===== src/rtl/ahb_arb_pkg.sv =====
// ahb_arb_pkg: shared definitions for the AHB round-robin arbiter.
//   ahb_idx_w(n)    : index width for n items, never less than 1 bit
//   htrans_e        : AHB HTRANS encoding
//   HOLD_UNLIMITED  : MAX_HOLD value that disables the hold limit
package ahb_arb_pkg;

   localparam int unsigned HOLD_UNLIMITED = 0;

   typedef enum logic [1:0] {
      IDLE   = 2'b00,
      BUSY   = 2'b01,
      NONSEQ = 2'b10,
      SEQ    = 2'b11
   } htrans_e;

   function automatic int unsigned ahb_idx_w(input int unsigned n);
      return (n <= 2) ? 1 : $clog2(n);
   endfunction

endpackage


===== src/rtl/ahb_rr_arbiter_rr_pick.sv =====
// rr_pick: combinational rotating-priority encoder.
//   req     : request vector, N bits
//   start   : index holding the highest priority this cycle
//   winner  : first set req bit found from start upward, wrapping mod N
//   any_req : at least one req bit is set
module rr_pick
   import ahb_arb_pkg::*;
#(
   parameter int unsigned N = 8,
   parameter int unsigned W = ahb_idx_w(N)
) (
   input  logic [N-1:0] req,
   input  logic [W-1:0] start,
   output logic [W-1:0] winner,
   output logic         any_req
);

   int unsigned idx;
   logic [W-1:0] sel;

   // Walk from lowest to highest priority so the last hit is the winner.
   always_comb begin
      winner  = '0;
      any_req = 1'b0;
      idx     = 0;
      sel     = '0;
      for (int k = int'(N) - 1; k >= 0; k--) begin
         idx = (32'(start) + 32'(k)) % N;
         sel = W'(idx);
         if (req[sel]) begin
            winner  = sel;
            any_req = 1'b1;
         end
      end
   end

endmodule


===== src/rtl/ahb_rr_arbiter.sv =====
// ahb_rr_arbiter: parametrised AHB round-robin bus arbiter with hold limit
// and parking on DEFAULT_MASTER.
//   HCLK, HRESETn : clock (rising edge), asynchronous active-low reset
//   hbusreq       : per-master bus request
//   hready        : shared HREADY; all state advances only when 1
//   hlock         : per-master lock (only when AHB_ARB_HLOCK_EN is defined)
//   hgrant        : registered one-hot grant
//   hmaster       : registered address-phase owner index
//   hmaster_d     : hmaster delayed one hready cycle (data-phase mux select)
//   hmastlock     : registered locked-transfer indicator (0 without the macro)
// Optional feature macro: AHB_ARB_HLOCK_EN.
module ahb_rr_arbiter
   import ahb_arb_pkg::*;
#(
   parameter  int unsigned NUM_MASTERS    = 8,
   parameter  int unsigned MAX_HOLD       = 16,
   parameter  int unsigned DEFAULT_MASTER = 0,
   localparam int unsigned MW             = ahb_idx_w(NUM_MASTERS)
) (
   input  logic                   HCLK,
   input  logic                   HRESETn,
   input  logic [NUM_MASTERS-1:0] hbusreq,
   input  logic                   hready,
`ifdef AHB_ARB_HLOCK_EN
   input  logic [NUM_MASTERS-1:0] hlock,
`endif
   output logic [NUM_MASTERS-1:0] hgrant,
   output logic [MW-1:0]          hmaster,
   output logic [MW-1:0]          hmaster_d,
   output logic                   hmastlock
);

   localparam int unsigned HW        = ahb_idx_w(MAX_HOLD);
   localparam int unsigned HOLD_LAST = (MAX_HOLD == HOLD_UNLIMITED) ? 0 : MAX_HOLD - 1;
   localparam logic [MW-1:0] DEF_IDX  = MW'(DEFAULT_MASTER);
   localparam logic [MW-1:0] LAST_IDX = MW'(NUM_MASTERS - 1);
   localparam logic [NUM_MASTERS-1:0] GRANT_RST = NUM_MASTERS'(1) << DEFAULT_MASTER;

   if (DEFAULT_MASTER >= NUM_MASTERS) begin : g_bad_default
      $error("ahb_rr_arbiter: DEFAULT_MASTER %0d out of range", DEFAULT_MASTER);
   end
   if (NUM_MASTERS < 2 || NUM_MASTERS > 16) begin : g_bad_count
      $error("ahb_rr_arbiter: NUM_MASTERS %0d outside 2..16", NUM_MASTERS);
   end

   logic [MW-1:0]          own_q, own_d;
   logic [MW-1:0]          dph_q, dph_d;
   logic [NUM_MASTERS-1:0] grant_q, grant_d;
   logic [HW-1:0]          hold_cnt_q, hold_cnt_d;
   logic [MW-1:0]          start_idx, winner;
   logic                   any_req, hold_ok, locked;

   // Search begins just past the current owner, so the owner is last in line.
   assign start_idx = (own_q == LAST_IDX) ? '0 : own_q + MW'(1);
   assign hold_ok   = (MAX_HOLD == HOLD_UNLIMITED) || (hold_cnt_q < HW'(HOLD_LAST));

`ifdef AHB_ARB_HLOCK_EN
   logic lock_q, lock_d;
   assign locked = hlock[own_q];
`else
   assign locked = 1'b0;
`endif

   rr_pick #(
      .N (NUM_MASTERS),
      .W (MW)
   ) u_pick (
      .req     (hbusreq),
      .start   (start_idx),
      .winner  (winner),
      .any_req (any_req)
   );

   // Next-state: keep, rotate, or park; everything frozen while hready=0.
   always_comb begin
      own_d      = own_q;
      dph_d      = dph_q;
      grant_d    = grant_q;
      hold_cnt_d = hold_cnt_q;
`ifdef AHB_ARB_HLOCK_EN
      lock_d     = lock_q;
`endif
      if (hready) begin
         dph_d = own_q;
         if (locked) begin
            hold_cnt_d = '0;
         end else if (hbusreq[own_q] && hold_ok) begin
            if (MAX_HOLD != HOLD_UNLIMITED) begin
               hold_cnt_d = hold_cnt_q + HW'(1);
            end
         end else begin
            own_d      = any_req ? winner : DEF_IDX;
            hold_cnt_d = '0;
         end
         grant_d = NUM_MASTERS'(1) << own_d;
`ifdef AHB_ARB_HLOCK_EN
         lock_d  = locked;
`endif
      end
   end

   always_ff @(posedge HCLK or negedge HRESETn) begin
      if (!HRESETn) begin
         own_q      <= DEF_IDX;
         dph_q      <= DEF_IDX;
         grant_q    <= GRANT_RST;
         hold_cnt_q <= '0;
`ifdef AHB_ARB_HLOCK_EN
         lock_q     <= 1'b0;
`endif
      end else begin
         own_q      <= own_d;
         dph_q      <= dph_d;
         grant_q    <= grant_d;
         hold_cnt_q <= hold_cnt_d;
`ifdef AHB_ARB_HLOCK_EN
         lock_q     <= lock_d;
`endif
      end
   end

   assign hgrant    = grant_q;
   assign hmaster   = own_q;
   assign hmaster_d = dph_q;
`ifdef AHB_ARB_HLOCK_EN
   assign hmastlock = lock_q;
`else
   assign hmastlock = 1'b0;
`endif

endmodule


===== config.mk =====
export PLATFORM = sky130hd
export DESIGN_NAME = ahb_rr_arbiter
export DESIGN_NICKNAME = d
export VERILOG_FILES = /design/src/rtl/ahb_arb_pkg.sv /design/src/rtl/ahb_rr_arbiter_rr_pick.sv /design/src/rtl/ahb_rr_arbiter.sv
export SDC_FILE = /design/constraint.sdc
export NUM_CORES = 1
export LEC_CHECK = 0
export ABC_AREA = 0
export BUFFER_PORTS_ARGS = -buffer_cell sky130_fd_sc_hd__buf_2
export CORE_MARGIN = 5
export CORE_UTILIZATION = 46
export CTS_CLUSTER_SIZE = 10
export DETAILED_ROUTE_END_ITERATION = 16
export PLACE_DENSITY = 0.71
export SETUP_SLACK_MARGIN = 0.15
export SLEW_MARGIN = 5
export SYNTH_ARGS = -nofsm -noshare
export SYNTH_HDL_FRONTEND = slang
export SYNTH_HIERARCHICAL = 1
export SYNTH_SLANG_ARGS = --single-unit

===== constraint.sdc =====
create_clock -name HCLK -period 7 [get_ports HCLK]
set_clock_uncertainty 0.05 [all_clocks]
set_input_delay 1.75 -clock HCLK [delete_from_list [all_inputs] [get_ports HCLK]]
set_output_delay 1.75 -clock HCLK [all_outputs]
set_load 0.05 [all_outputs]

# Yosys cells after proc, flatten, opt, wreduce, memory -nomap -nowiden
# Index checks and enable logic that the tools add are counted.
# word_totals
reg_bits	18
latch_bits	0
mem_bits_rw	0
mem_bits_ro	0
input_bits	11
output_inout_bits	15
memories	0
# op_classes
addsub	9
multipliers	0
div	0
order_cmp	10
eq_ne	1
shift	1
mux	39
n_bitwise	0
reduce_logical	1
# ops
operator	n
$lt A3 B4 Y1 const B	9
$mux W3	12
$bmux W1 S3	9
$mux W1	17
$add A3 B3 Y3 const B	4
$shl A1 B3 Y8 const A	1
$add A3 B1 Y3 const B	2
$add A3 B2 Y3 const B	2
$add A4 B1 Y4 const B	1
$lt A4 B4 Y1 const B	1
$mux W4	1
$eq A3 B3 Y1 const B	1
$logic_and A1 B1 Y1	1

# Longest topological paths before layout
# depth
depth_word	17
mapped_depth	18
mapped_depth_nobuf	16

# Cells and area by module
# The synthesis kept the hierarchy.
# modules_own_cells
mod	instances	cells_per_inst	area_each_um2	seq_area_each_um2
ahb_rr_arbiter	1	98	1013.5	451.7
rr_pick	1	90	782.0	0.0

# Least setup slack after synthesis
# No wires, ideal clock.
# synth_timing
path_kind	register to register
start	register own_q[0], in the netlist hmaster[0]
end	register grant_q[4], in the netlist hgrant[4]
setup_time_ps	140
arrival_ps	4011
t_required_ps	6810
slack_ps	2799
stages_incl_launch_ff	19
path_buffers	2
cell_sequence	dfrtp_1 > ha_1 > ha_1 > nor2_1 > buf_6 > inv_1 > ha_1 > clkbuf_1 > mux4_1 > nor2b_1 > o211ai_1 > a211oi_1 > nor4b_1 > o22ai_1 > nand2_1 > a21boi_0 > nor2_1 > a21oi_1 > o22ai_1
# synth_between
elab_chain_len	17
elab_cells_between_ends	49
cone_classes	add/sub: 8; eq/ne: 1; shift: 1; mux: 38; reduce/logical: 1
# synth_rtl
element	line_no	rtl
from (decl)	ahb_rr_arbiter.sv:46	logic [MW-1:0] own_q, own_d;
from (signal assigned)	ahb_rr_arbiter.sv:112	own_q <= own_d;
$add A3 B1 Y3 / $eq A3 B3 Y1 (equally long branches)	ahb_rr_arbiter.sv:54	assign start_idx = (own_q == LAST_IDX) ? '0 : own_q + MW'(1);
$mux W3 *	ahb_rr_arbiter.sv:54	
via start_idx[0]	ahb_rr_arbiter.sv:50	logic [MW-1:0] start_idx, winner;
$add A3 B3 Y3	ahb_rr_arbiter_rr_pick.sv:28	idx = (32'(start) + 32'(k)) % N;
$bmux W1 S3	ahb_rr_arbiter_rr_pick.sv:30	if (req[sel]) begin
$mux W1 (implied by the code)	ahb_rr_arbiter_rr_pick.sv:30	
$mux W3 (7 in a row)	ahb_rr_arbiter_rr_pick.sv:30	
$mux W3 *	ahb_rr_arbiter_rr_pick.sv:30	
via winner[2]	ahb_rr_arbiter.sv:50	
$mux W3 *	ahb_rr_arbiter.sv:92	own_d = any_req ? winner : DEF_IDX;
$mux W3 *	ahb_rr_arbiter.sv:87	end else if (hbusreq[own_q] && hold_ok) begin
$mux W3 *	ahb_rr_arbiter.sv:83	if (hready) begin
$shl A1 B3 Y8 *	ahb_rr_arbiter.sv:95	grant_d = NUM_MASTERS'(1) << own_d;
to (signal assigned)	ahb_rr_arbiter.sv:114	grant_q <= grant_d;
to (decl)	ahb_rr_arbiter.sv:48	logic [NUM_MASTERS-1:0] grant_q, grant_d;
# Mark *: on every way through the listed nets, which the timed path passes. The rest lies on a longest branch. The select of a mux whose other input is x is not followed.
# A chain may end at the register's enable or synchronous reset.

# Final worst setup path
# layout_timing
start	register own_q[1], in the netlist hmaster[1]
end	register grant_q[7], in the netlist hgrant[7]
# The elaborated chain is that of the path after synthesis.

==> key figures <==
Status
  • Status: finished clean

Die
  • FP Rows: 22
  • Ports: 26
  • Width of the die: ~72 um
  • Core area: around 3700 um2
  • Die area: about 5300 um2
  • Die H: a little over 70 um
  • Initial Util: approximately half

Timing
  • RSZ-0062 raised after global routing: no
  • Fin. Hold Viols: 0
  • Fmax: ~0.23 GHz
  • Period utilization: 63.1%
  • # setup viols final: 0
  • Slew Viols, Final: 0
  • Max-slew headroom: around 50%
  • Min Tclk post-route: 4.42 ns
  • Least-Margin Pin Slew: ~0.73 ns
  • Worst hold slack: 0.430 ns
  • Final setup TNS: 0 ns

Worst setup path
  • R2R depth: 14
  • RR Startpoint: hmaster[1]
  • Crit Path Class: reg2reg
  • Flop-to-flop setup slack: around 2.6 ns
  • Crit path launch type: flop
  • WP data arrival: between 4 and 5 ns
  • CP Capture Type: flop
  • RR Endpoint: hgrant[7]
  • Worst Path Max Fanout: 15
  • Worst Path Required: 7.06 ns
  • Critical Path Source: hmaster[1]

Route
  • Routed Wire Length: a little over 4 mm
  • Vias/cell: between 6 and 7
  • WL/cell: roughly 16 um
  • Iter 0 DRT Violations: between 100 and 150
  • DRT Pass-1 Iters: 6
  • Vias: 1527
  • DRC: 0
  • Routed Antenna Nets: 0

Global routing
  • GRT Util Overall: 16.4%
  • Largest net degree at the start of global routing: 25
  • First-pass GRT wire length: slightly below 7 mm
  • Initial antenna violation count: 0
  • Vias in the first global route: between 1000 and 1500
  • Total gr overflow: 0

Yosys
  • Synth Area in Simple Gates: a little over an eighth
  • Seq/Total Area, Yosys: roughly a quarter
  • Main area contributors after synthesis: dfrtp_1, mux4_2, mux4_1
  • Largest family of logic cells by synthesized area: multiplexers
  • Synth Area in Compound Gates: approximately a fifth
  • Ys flop type: dfrtp_1
  • Number of synthesized flops with an enable pin: 0
  • Number of synthesized register bits: 18
  • Post-Syn Nets: slightly above 200
  • Ys async rst share: between 90% and 100%
  • Area leader, netlist: dfrtp_1
  • Synth cell types: 56
  • Post-synthesis mux area share: between 20% and 30%
  • Post-Synthesis Cells: approximately 190
  • Synth warn: 6
  • Synth Area per Inst: between 9 and 10 um2
  • Mapped Area: approximately 1800 um2
  • Yosys top cell area share: between 20% and 30%
  • Post-Synth Adder-Cell Area: under 10%
  • Post-Synth XOR/XNOR Area: 1.46%

Clocking
  • CTS Buffer Depth: 2
  • CTS resizes: 0
  • Total number of H-tree levels: 1
  • Clk_lat worst skew: between 0.2 and 0.3 ns
  • Clock tree sinks: 18
  • Root Driver: clkbuf_8
  • CTS buffer count: 3
  • Hold buffers post-CTS: 0
  • CTS tree: done
  • Postcts setup bufs: 0
  • Clock transition at path regs: approximately 0.06 ns

Finish
  • Fill cell count: about 350
  • Most frequent cells in the layout: buf_2, inv_1, nand2_1, dfrtp_1, a21oi_1
  • FF/Latch Area: ~450 um2
  • Most common cell after layout, fill and taps aside: buf_2
  • Final Cell Area: just under 2000 um2
  • Antenna cells: 0
  • Final cell count without fillers: about 250
  • Area growth syn-to-layout: 9.48%
  • Area occupied by multi-input gates: between 1000 and 1500 um2
  • Nets: 223
  • Share of post-route cells with drive strength above 1: between 20% and 30%

Hold path
  • Hold endpoint: hgrant[0]
  • Hold Path Class: reg2reg
  • Hold Crit Depth: 2
  • Hold Startpoint: hgrant[0]

Placement
  • Detailed Place HPWL: ~3 mm
  • Area after DPL: 1910 um2
  • Cell count after placement: 250
  • Gpl congestion: slightly below 0.9
  • # port buffers: 24

Run
  • Max-cap violations: 0
## synthesized netlist by cell type (2+ instances only)
cell	n
inv_1	18
dfrtp_1	17
nand2_1	17
a21oi_1	11
nor2_1	10
o22ai_1	10
mux2_2	8
mux2i_1	8
mux4_2	7
ha_1	5
mux4_1	5
o21ai_0	5
buf_4	4
clkbuf_1	4
nor3_1	4
a31oi_1	3
and2_1	2
and3_1	2
buf_6	2
mux2_4	2
nand2b_1	2
nand3_1	2
nand4_1	2
nor2b_1	2
o211ai_1	2
o21a_1	2
o22ai_2	2
xor2_1	2
## worst max path at each step
stage / cells past startpoint / slack [ns] / endpoint
final: 14 / 2.58 / hgrant[7]
after global routing: 14 / 2.01 / hgrant[4]
after CTS: 14 / 2.57 / hgrant[7]
after detailed placement: 12 / 2.54 / hgrant[7]
after global placement: 12 / 2.52 / hgrant[4]
after floorplan: 18 / 2.80 / hgrant[4]
## metal layers
| layer | wire, um | part of all wire (%) | global-route usage (%) |
|---|---|---|---|
| met5 | 0 | 0 | 0 |
| met4 | 0 | 0 | 1.23 |
| met3 | 227 | 5.6 | 4.29 |
| met2 | 2000 | 49 | 26.1 |
| met1 | 1850 | 45 | 23.4 |
## metrics by stage
stage | setup slack, ns | utilization [%]
2_1_floorplan | 2.80 | -
3_3_place_gp | 2.52 | 51.4
6_report | 2.58 | 52.9
3_5_place_dp | 2.54 | 51.4
4_1_cts | 2.57 | 52.9
5_1_grt | 2.01 | 52.9
## cell type report
type,instances,share of cell area [%]
Tap cell,48,3.06
Inverter,18,3.44
Timing Repair Buffer,25,6.49
Sequential cell,18,23.0
Multi-Input combinational cell,141,61.2
Clock buffer,4,2.80
## kinds of logic after synthesis
logic type	after synthesis
simple gates	49
xor+xnor	3
mux	31
fa+ha+maj	5
compound gates	52
other cells	1
buf+inv	29
flops	18
## flip-flops by register name (all words and copies together) (netlist names)
register / count
hgrant: 8
hold_cnt_q: 4
hmaster: 3
hmaster_d: 3
## worst max-delay path: stages, from the launching register on
cell,delay [ns]
dfrtp_1,0.51
ha_1,0.72
inv_1,0.26
ha_1,0.53
mux4_1,0.41
and2_1,0.21
nor3_1,0.17
a211oi_1,0.07
nor4b_1,0.33
o22ai_1,0.13
nand2_1,0.09
a21boi_0,0.25
nor2_1,0.06
a21oi_1,0.32
o22ai_1,0.15
Power is not shown: default switching activity piles up to over one toggle a cycle in this logic, so the estimate is an artifact.
